## src/rtl/systolic_pkg.sv

```systemverilog
// Shared types and elaboration-time helpers for the systolic array sequencer.
//   state_e  : 2-bit controller state encoding (idle / load / compute / done)
//   clog2    : ceil(log2(v)), never below 1 so that K_SIZE = 1 still gets a legal index width
//   calc_l   : LOAD operand count L = max(H*K, K*W)
//   calc_c   : COMPUTE length C = K + H + W - 2 + PE_LAT
// Derived widths used by the other files: AW = clog2(L), KW = clog2(K_SIZE).
package systolic_pkg;

  typedef enum logic [1:0] {
    StIdle    = 2'd0,
    StLoad    = 2'd1,
    StCompute = 2'd2,
    StDone    = 2'd3
  } state_e;

  function automatic int unsigned clog2(input int unsigned v);
    int unsigned r;
    r = 1;
    for (int unsigned i = 1; i < 32; i++) begin
      if ((32'd1 << i) < v) r = i + 1;
    end
    return r;
  endfunction

  function automatic int unsigned calc_l(input int unsigned h, input int unsigned w,
                                         input int unsigned k);
    return (h * k > k * w) ? h * k : k * w;
  endfunction

  function automatic int unsigned calc_c(input int unsigned h, input int unsigned w,
                                         input int unsigned k, input int unsigned lat);
    return k + h + w - 2 + lat;
  endfunction

endpackage

```

## src/rtl/systolic_ctrl_if.sv

```systemverilog
// Host / array-edge signal bundle for systolic_ctrl.
//   master : controller side (samples data_valid, drives everything else)
//   slave  : host / array side
// Signals: data_valid, read_data, buf_wr_en_a/b, buf_wr_addr[AW], start_compute,
//          row_feed_en[HEIGHT], row_k[HEIGHT*KW], col_feed_en[WIDTH], col_k[WIDTH*KW],
//          busy, done, and perf_cycles[16] when SYSTOLIC_CTRL_PERF_EN is defined.
interface systolic_ctrl_if #(
  parameter int unsigned HEIGHT = 4,
  parameter int unsigned WIDTH  = 4,
  parameter int unsigned K_SIZE = 4
);
  localparam int unsigned AW = systolic_pkg::clog2(systolic_pkg::calc_l(HEIGHT, WIDTH, K_SIZE));
  localparam int unsigned KW = systolic_pkg::clog2(K_SIZE);

  logic                   data_valid;
  logic                   read_data;
  logic                   buf_wr_en_a;
  logic                   buf_wr_en_b;
  logic [AW-1:0]          buf_wr_addr;
  logic                   start_compute;
  logic [HEIGHT-1:0]      row_feed_en;
  logic [HEIGHT*KW-1:0]   row_k;
  logic [WIDTH-1:0]       col_feed_en;
  logic [WIDTH*KW-1:0]    col_k;
  logic                   busy;
  logic                   done;
`ifdef SYSTOLIC_CTRL_PERF_EN
  logic [15:0]            perf_cycles;
`endif

  modport master (
    input  data_valid,
    output read_data, buf_wr_en_a, buf_wr_en_b, buf_wr_addr, start_compute,
           row_feed_en, row_k, col_feed_en, col_k, busy, done
`ifdef SYSTOLIC_CTRL_PERF_EN
    , output perf_cycles
`endif
  );

  modport slave (
    output data_valid,
    input  read_data, buf_wr_en_a, buf_wr_en_b, buf_wr_addr, start_compute,
           row_feed_en, row_k, col_feed_en, col_k, busy, done
`ifdef SYSTOLIC_CTRL_PERF_EN
    , input perf_cycles
`endif
  );

endinterface

```

## src/rtl/systolic_skew_gen.sv

```systemverilog
// Skewed feed generator for one array edge.
// Lane i is enabled while i <= t < i + K_SIZE and then carries k index t - i; idle lanes
// drive index 0.
//   active  in  1       controller is in COMPUTE
//   t       in  TW      compute cycle counter
//   feed_en out N       per-lane injection enable
//   k_idx   out N*KW    packed per-lane k index (lane i at [i*KW +: KW])
module systolic_skew_gen #(
  parameter int unsigned N      = 4,
  parameter int unsigned K_SIZE = 4,
  parameter int unsigned TW     = 4,
  parameter int unsigned KW     = 2
) (
  input  logic            active,
  input  logic [TW-1:0]   t,
  output logic [N-1:0]    feed_en,
  output logic [N*KW-1:0] k_idx
);

  always_comb begin
    feed_en = '0;
    k_idx   = '0;
    for (int unsigned i = 0; i < N; i++) begin
      if (active && (32'(t) >= i) && (32'(t) < i + K_SIZE)) begin
        feed_en[i]         = 1'b1;
        k_idx[i*KW +: KW]  = KW'(32'(t) - i);
      end
    end
  end

endmodule

```

## src/rtl/systolic_ctrl.sv

```systemverilog
// Sequencer for a HEIGHT x WIDTH systolic matmul array (C = A[HxK] * B[KxW]).
// On an accepted start it streams L = max(H*K, K*W) operand pairs from the host into the A/B
// edge buffers, then runs C = K+H+W-2+PE_LAT compute cycles of skewed edge feeds, then holds
// done until the next start.
// Ports: clk, rst_n (async, active low), bus (systolic_ctrl_if.master, see interface file).
// Optional: define SYSTOLIC_CTRL_PERF_EN to add the 16-bit saturating bus.perf_cycles counter
// (cleared on acceptance, counts LOAD/COMPUTE cycles, holds otherwise).
module systolic_ctrl
  import systolic_pkg::*;
#(
  parameter int unsigned HEIGHT = 4,
  parameter int unsigned WIDTH  = 4,
  parameter int unsigned K_SIZE = 4,
  parameter int unsigned PE_LAT = 1
) (
  input  logic            clk,
  input  logic            rst_n,
  systolic_ctrl_if.master bus
);

  localparam int unsigned L   = calc_l(HEIGHT, WIDTH, K_SIZE);
  localparam int unsigned C   = calc_c(HEIGHT, WIDTH, K_SIZE, PE_LAT);
  localparam int unsigned AW  = clog2(L);
  localparam int unsigned KW  = clog2(K_SIZE);
  localparam int unsigned NW  = clog2(L + 1);  // n must be able to hold L itself
  localparam int unsigned TW  = clog2(C);
  localparam int unsigned HK  = HEIGHT * K_SIZE;
  localparam int unsigned KWN = K_SIZE * WIDTH;

  state_e        state_q, state_d;
  logic [NW-1:0] n_q, n_d;
  logic [TW-1:0] t_q, t_d;
  logic          accept;
  logic          compute_active;
  logic          wr_active;
  logic [NW-1:0] wr_idx;

  assign accept = ((state_q == StIdle) || (state_q == StDone)) && bus.data_valid;

  always_ff @(posedge clk or negedge rst_n) begin
    if (!rst_n) begin
      state_q <= StIdle;
      n_q     <= '0;
      t_q     <= '0;
    end else begin
      state_q <= state_d;
      n_q     <= n_d;
      t_q     <= t_d;
    end
  end

  // Counters stop at their terminal value; the state change is what ends each phase.
  always_comb begin
    state_d = state_q;
    n_d     = n_q;
    t_d     = t_q;
    unique case (state_q)
      StIdle, StDone: begin
        if (accept) begin
          state_d = StLoad;
          n_d     = '0;
          t_d     = '0;
        end
      end
      StLoad: begin
        if (n_q == NW'(L)) begin
          state_d = StCompute;
          t_d     = '0;
        end else begin
          n_d = n_q + NW'(1);
        end
      end
      StCompute: begin
        if (t_q == TW'(C - 1)) begin
          state_d = StDone;
        end else begin
          t_d = t_q + TW'(1);
        end
      end
      default: state_d = StIdle;
    endcase
  end

  // Host data arrives one cycle after read_data, so the write for element n happens at n+1.
  assign wr_active = (state_q == StLoad) && (n_q != '0);
  assign wr_idx    = n_q - NW'(1);

  assign bus.read_data     = (state_q == StLoad) && (n_q < NW'(L));
  assign bus.buf_wr_en_a   = wr_active && (wr_idx < NW'(HK));
  assign bus.buf_wr_en_b   = wr_active && (wr_idx < NW'(KWN));
  assign bus.buf_wr_addr   = wr_active ? wr_idx[AW-1:0] : '0;
  assign compute_active    = (state_q == StCompute);
  assign bus.start_compute = compute_active && (t_q == '0);
  assign bus.busy          = (state_q == StLoad) || compute_active;
  assign bus.done          = (state_q == StDone);

  systolic_skew_gen #(
    .N      (HEIGHT),
    .K_SIZE (K_SIZE),
    .TW     (TW),
    .KW     (KW)
  ) u_row_skew (
    .active  (compute_active),
    .t       (t_q),
    .feed_en (bus.row_feed_en),
    .k_idx   (bus.row_k)
  );

  systolic_skew_gen #(
    .N      (WIDTH),
    .K_SIZE (K_SIZE),
    .TW     (TW),
    .KW     (KW)
  ) u_col_skew (
    .active  (compute_active),
    .t       (t_q),
    .feed_en (bus.col_feed_en),
    .k_idx   (bus.col_k)
  );

`ifdef SYSTOLIC_CTRL_PERF_EN
  logic [15:0] perf_q, perf_d;

  always_comb begin
    perf_d = perf_q;
    if (accept) begin
      perf_d = '0;
    end else if (bus.busy && (perf_q != 16'hFFFF)) begin
      perf_d = perf_q + 16'd1;
    end
  end

  always_ff @(posedge clk or negedge rst_n) begin
    if (!rst_n) perf_q <= '0;
    else        perf_q <= perf_d;
  end

  assign bus.perf_cycles = perf_q;
`endif

endmodule

```

## src/flat_wrapper.sv

```systemverilog
// flat-port wrapper written by rule: the top's interface ports become plain ports
module systolic_ctrl_flat import systolic_pkg::*;
#(
  parameter int unsigned HEIGHT = 4,
  parameter int unsigned WIDTH  = 4,
  parameter int unsigned K_SIZE = 4,
  parameter int unsigned PE_LAT = 1
)
  (clk, rst_n, bus_data_valid, bus_read_data, bus_buf_wr_en_a, bus_buf_wr_en_b, bus_buf_wr_addr, bus_start_compute, bus_row_feed_en, bus_row_k, bus_col_feed_en, bus_col_k, bus_busy, bus_done);
  systolic_ctrl_if #(.HEIGHT(HEIGHT), .WIDTH(WIDTH), .K_SIZE(K_SIZE)) bus_i ();
  input  logic clk;
  input  logic rst_n;
  input wire logic [$bits(bus_i.data_valid)-1:0] bus_data_valid;
  output wire logic [$bits(bus_i.read_data)-1:0] bus_read_data;
  output wire logic [$bits(bus_i.buf_wr_en_a)-1:0] bus_buf_wr_en_a;
  output wire logic [$bits(bus_i.buf_wr_en_b)-1:0] bus_buf_wr_en_b;
  output wire logic [$bits(bus_i.buf_wr_addr)-1:0] bus_buf_wr_addr;
  output wire logic [$bits(bus_i.start_compute)-1:0] bus_start_compute;
  output wire logic [$bits(bus_i.row_feed_en)-1:0] bus_row_feed_en;
  output wire logic [$bits(bus_i.row_k)-1:0] bus_row_k;
  output wire logic [$bits(bus_i.col_feed_en)-1:0] bus_col_feed_en;
  output wire logic [$bits(bus_i.col_k)-1:0] bus_col_k;
  output wire logic [$bits(bus_i.busy)-1:0] bus_busy;
  output wire logic [$bits(bus_i.done)-1:0] bus_done;
  assign bus_i.data_valid = bus_data_valid;
  assign bus_read_data = bus_i.read_data;
  assign bus_buf_wr_en_a = bus_i.buf_wr_en_a;
  assign bus_buf_wr_en_b = bus_i.buf_wr_en_b;
  assign bus_buf_wr_addr = bus_i.buf_wr_addr;
  assign bus_start_compute = bus_i.start_compute;
  assign bus_row_feed_en = bus_i.row_feed_en;
  assign bus_row_k = bus_i.row_k;
  assign bus_col_feed_en = bus_i.col_feed_en;
  assign bus_col_k = bus_i.col_k;
  assign bus_busy = bus_i.busy;
  assign bus_done = bus_i.done;
  systolic_ctrl #(.HEIGHT(HEIGHT), .WIDTH(WIDTH), .K_SIZE(K_SIZE), .PE_LAT(PE_LAT)) u_core (.clk(clk), .rst_n(rst_n), .bus(bus_i));
endmodule
```

## config.mk

```make
export PLATFORM = sky130hd
export DESIGN_NAME = systolic_ctrl_flat
export DESIGN_NICKNAME = d
export VERILOG_FILES = /design/src/rtl/systolic_pkg.sv /design/src/rtl/systolic_ctrl_if.sv /design/src/rtl/systolic_skew_gen.sv /design/src/rtl/systolic_ctrl.sv /design/src/flat_wrapper.sv
export SDC_FILE = /design/constraint.sdc
export NUM_CORES = 1
export LEC_CHECK = 0
export BUFFER_PORTS_ARGS = -buffer_cell sky130_fd_sc_hd__buf_4
export CAP_MARGIN = 10
export CORE_ASPECT_RATIO = 0.7
export CORE_MARGIN = 1
export CORE_UTILIZATION = 46
export CTS_BUF_LIST = sky130_fd_sc_hd__clkbuf_8
export CTS_CLUSTER_DIAMETER = 100
export DETAILED_ROUTE_END_ITERATION = 7
export HOLD_SLACK_MARGIN = 0.06
export PLACE_DENSITY = 0.82
export SYNTH_ARGS = -nofsm -noshare
export SYNTH_HDL_FRONTEND = slang
export SYNTH_SLANG_ARGS = --single-unit
```

## constraint.sdc

```tcl
create_clock -name clk -period 1.91 [get_ports clk]
set_input_delay 0.2865 -clock clk [delete_from_list [all_inputs] [get_ports clk]]
set_output_delay 0.2865 -clock clk [all_outputs]
set_load 0.03 [all_outputs]
```

==> out/summary.txt <==
======================================================================================
Number of sinks driven by the clock tree                                            11
Result of the run                                                         finished, violations left
# rows                                                                              14
Sequential-to-total area share from yosys stat                                   0.264
Ratio of cells with drive above 1 in the final layout                            0.543
Worst-path fanout max                                                                9
Startpoint of the most critical register-to-register path                 u_core.t_q[0]$_DFFE_PN0P_
Mean number of vias per cell                                                      5.38
Unrepaired setup endpoints after global routing                                    yes
GRT Residual Overflow                                                                0
Clock-pin transition on the worst setup and hold timing paths                  0.05 ns
Die outline width                                                              58.9 um
DIE AREA                                                                   0.00246 mm2
Type of the most critical hold path                                             in2reg
Clock Tree Buf Depth                                                                 2
TritonCTS buffer count                                                               3
Register bit total from synthesis                                                   11
Leading cell types by total area after synthesis                          dfrtp_1 26%, ha_1 13%, buf_4 9.4%, o21ai_0 4.8%, inv_1 4.0%
Layout-stage area growth over the synthesis result                               52.2%
Final slew viol count                                                                0
Max Cap Violations                                                                   0
Hold path depth                                                                      4
Count of unique library cells instantiated by Yosys                                 31
Initial Utilization                                                              0.488
Weighted congestion reported at the end of routability-driven placement          0.803
Yosys warning total                                                                  0
Max rail drop VDD                                                            0.00129 V
Total standard cell area after synthesis                                   0.00104 mm2
Data required time at the worst endpoint                                       1.62 ns
Worst Tran Pin Value                                                          0.429 ns
Max Clock Skew                                                              0.00405 ns
TritonCTS clock tree                                                               yes
Depth of the most critical reg-to-reg path                                           7
Clock Root Buffer                                                             clkbuf_8
Endpoint of the worst hold-timing path                                    u_core.state_q[1]$_DFFE_PN0P_
Startpoint of the most critical hold path                                 bus_data_valid
Clk_lat worst skew                                                             0.24 ns
Count of buffers from port buffering                                                36
Count of nets left with antenna violations after detail routing                      0
Endpoint of the worst register-to-register path                           u_core.t_q[3]$_DFFE_PN0P_
Most area-hungry cell type in the Yosys netlist                                dfrtp_1
Depth of the CTS H-tree                                                              1
Detailed-routing iteration count for the pre-antenna-repair pass                     4
Arrival time at the worst endpoint                                             1.65 ns
Final Hold Violating Endpoints                                                       0
Number of nets in the synthesized netlist                                          138
Failing checks                                                            negative setup slack
Routed len/inst                                                                15.9 um
Chip height                                                                    41.8 um
Fraction of the cycle the final worst path needs                                  1.01
Count of vias placed by the detailed router                                       1054
Violation count after the first detailed-routing iteration                          50
Cell count after synthesis                                                         124
Launching element of the worst setup path                                 u_core.state_q[1]$_DFFE_PN0P_
Total wirelength of the detailed-routed design                                 3130 um
Minimum setup slack among reg-to-reg paths                                     0.06 ns
First-pass GRT wire length                                                     4120 um
Worst Setup Slack, final                                                    -0.0229 ns
Power density normalized to cell area                                      1740 mW/mm2
Initial antenna violation count                                                      0
Category of the worst setup path capture point                              output pin
Kind of launch point of the worst setup path                                  register
Synth top area share                                                             0.264
Mean instance size in the synthesized netlist                                 8.41 um2
Boundary Pins                                                                       37
F_max                                                                          517 MHz
Leakage power figure                                                       0.000736 uW
Core Footprint                                                             0.00214 mm2
Worst rel slew slack                                                             0.713
Fill cells                                                                         147
Largest net degree at the start of global routing                                   12
Total number of nets in the final design                                           179
Power after layout                                                             2770 uW
Dpl ws                                                                       0.0842 ns
Overall Global Routing Usage                                                     0.226
Final critical delay including setup and external delays                       1.93 ns
Number of antenna repair diodes                                                      0
Finish-stage setup viols                                                             2
Total DRC errors in the routed layout                                                0
Hpwl dp                                                                        1930 um
Number of global-route vias before repair                                          892
Crit Path Class                                                                reg2out
======================================================================================
-- Yosys cell counts --
| cell | count |
|---|---|
| a21boi_0 | 1 |
| a21oi_1 | 3 |
| a221o_2 | 1 |
| a22o_1 | 2 |
| and2_0 | 2 |
| and2_1 | 3 |
| and3b_1 | 1 |
| and4bb_2 | 1 |
| buf_4 | 13 |
| buf_6 | 1 |
| clkbuf_1 | 4 |
| dfrtp_1 | 11 |
| ha_1 | 11 |
| inv_1 | 11 |
| mux2_2 | 1 |
| nand2_1 | 10 |
| nand2b_1 | 3 |
| nand3_1 | 4 |
| nand3b_1 | 1 |
| nand4bb_4 | 1 |
| nor2_1 | 10 |
| nor2b_1 | 2 |
| nor3_1 | 5 |
| nor4b_2 | 1 |
| o21a_1 | 1 |
| o21ai_0 | 10 |
| o21ai_2 | 1 |
| o2bb2ai_1 | 1 |
| o311ai_2 | 1 |
| o31ai_1 | 4 |
| xnor2_1 | 3 |
-- power breakdown --
| group | switching [uW] | internal (uW) | total (uW) | leakage [uW] |
|---|---|---|---|---|
| Sequential | 63.7 | 295 | 359 | 0.000145 |
| Clock | 97.0 | 142 | 239 | 0.0000269 |
| Combinational | 1290 | 883 | 2170 | 0.000564 |
-- registers in the layout, indices dropped and copies added, names as in the netlist --
register and count:
u_core.state_q 2, u_core.n_q 5, u_core.t_q 4
-- per-stage QoR --
stage / hold slack (ns) / instances / utilization / cell area, um2 / setup TNS [ns]
2_1_floorplan: -0.00909 / 124 / - / 1130 / -0.442
5_1_grt: 0.417 / 196 / 0.742 / 1590 / -0.258
3_3_place_gp: 0.126 / 182 / 0.631 / 1350 / 0
3_5_place_dp: 0.131 / 182 / 0.631 / 1350 / 0
6_report: 0.373 / 196 / 0.742 / 1590 / -0.0236
4_1_cts: 0.377 / 192 / 0.681 / 1460 / -0.0389
-- layout make-up --
cell class	count	area, um2	share of cell area
Sequential cell	11	277	0.174
Tap cell	32	40.0	0.0252
Multi-Input combinational cell	84	724	0.457
Timing Repair Buffer	54	457	0.288
Inverter	11	43.8	0.0276
Clock inverter	1	3.75	0.00237
Clock buffer	3	41.3	0.0260
-- cells by family (layout without fill, tap and decap cells) --
kind of cell,Yosys count,after routing,synth area share
muxes,1,1,0.0108
xor gates and xnor gates,3,3,0.0252
AOI/OAI and AO/OA,25,25,0.166
and+or+nand+nor,44,44,0.244
DFF,11,11,0.264
buffers and inverters,29,69,0.158
adders and majority gates,11,11,0.132
-- repair_timing --
item / in CTS / in global routing
endpoints found under the setup margin: 13 / 16
hold endpoints to repair: 11 / 0
pin swaps: 1 / 4
setup buffers: 5 / 5
hold buffers: 1 / 0
resized for setup: 5 / 25
cloned: 0 / 0
-- cells in the final DEF (no fill, tap or decap), types with 3 or more instances in the layout --
cell type	netlist	layout
clkbuf_8	0	3
nor3_2	0	4
inv_2	0	3
o21ai_0	10	10
nor2_1	10	7
inv_1	11	8
ha_2	0	4
o31ai_1	4	3
nand2_1	10	10
buf_4	13	40
ha_1	11	5
nand3_1	4	4
buf_6	1	13
dfrtp_1	11	10
xnor2_1	3	3
-- routing by layer --
metal  up-vias  wire, um  global-route usage
met4         0        87              0.0286
met3        13       187              0.0748
met2        60      1500               0.361
met1       496      1350               0.303
li1        485         -                   -
met5         -         0                   0
-- worst max-delay path: stages (launching register included) --
cell,delay [ns]
dfrtp_1,0.40
inv_1,0.11
ha_2,0.21
buf_4,0.16
nand2_1,0.14
nor2_1,0.19
buf_4,0.19
-- worst max-delay path by stage --
stage                                      to  slack [ns]
floorplan                        bus_row_k[4]       -0.07
global placement    u_core.t_q[2]$_DFFE_PN0P_        0.18
detailed placement  u_core.t_q[2]$_DFFE_PN0P_        0.08
CTS                              bus_col_k[6]      -0.008
global route               bus_buf_wr_addr[0]       -0.06
finish                     bus_buf_wr_addr[0]       -0.02
(Power assumes the default switching activity.)
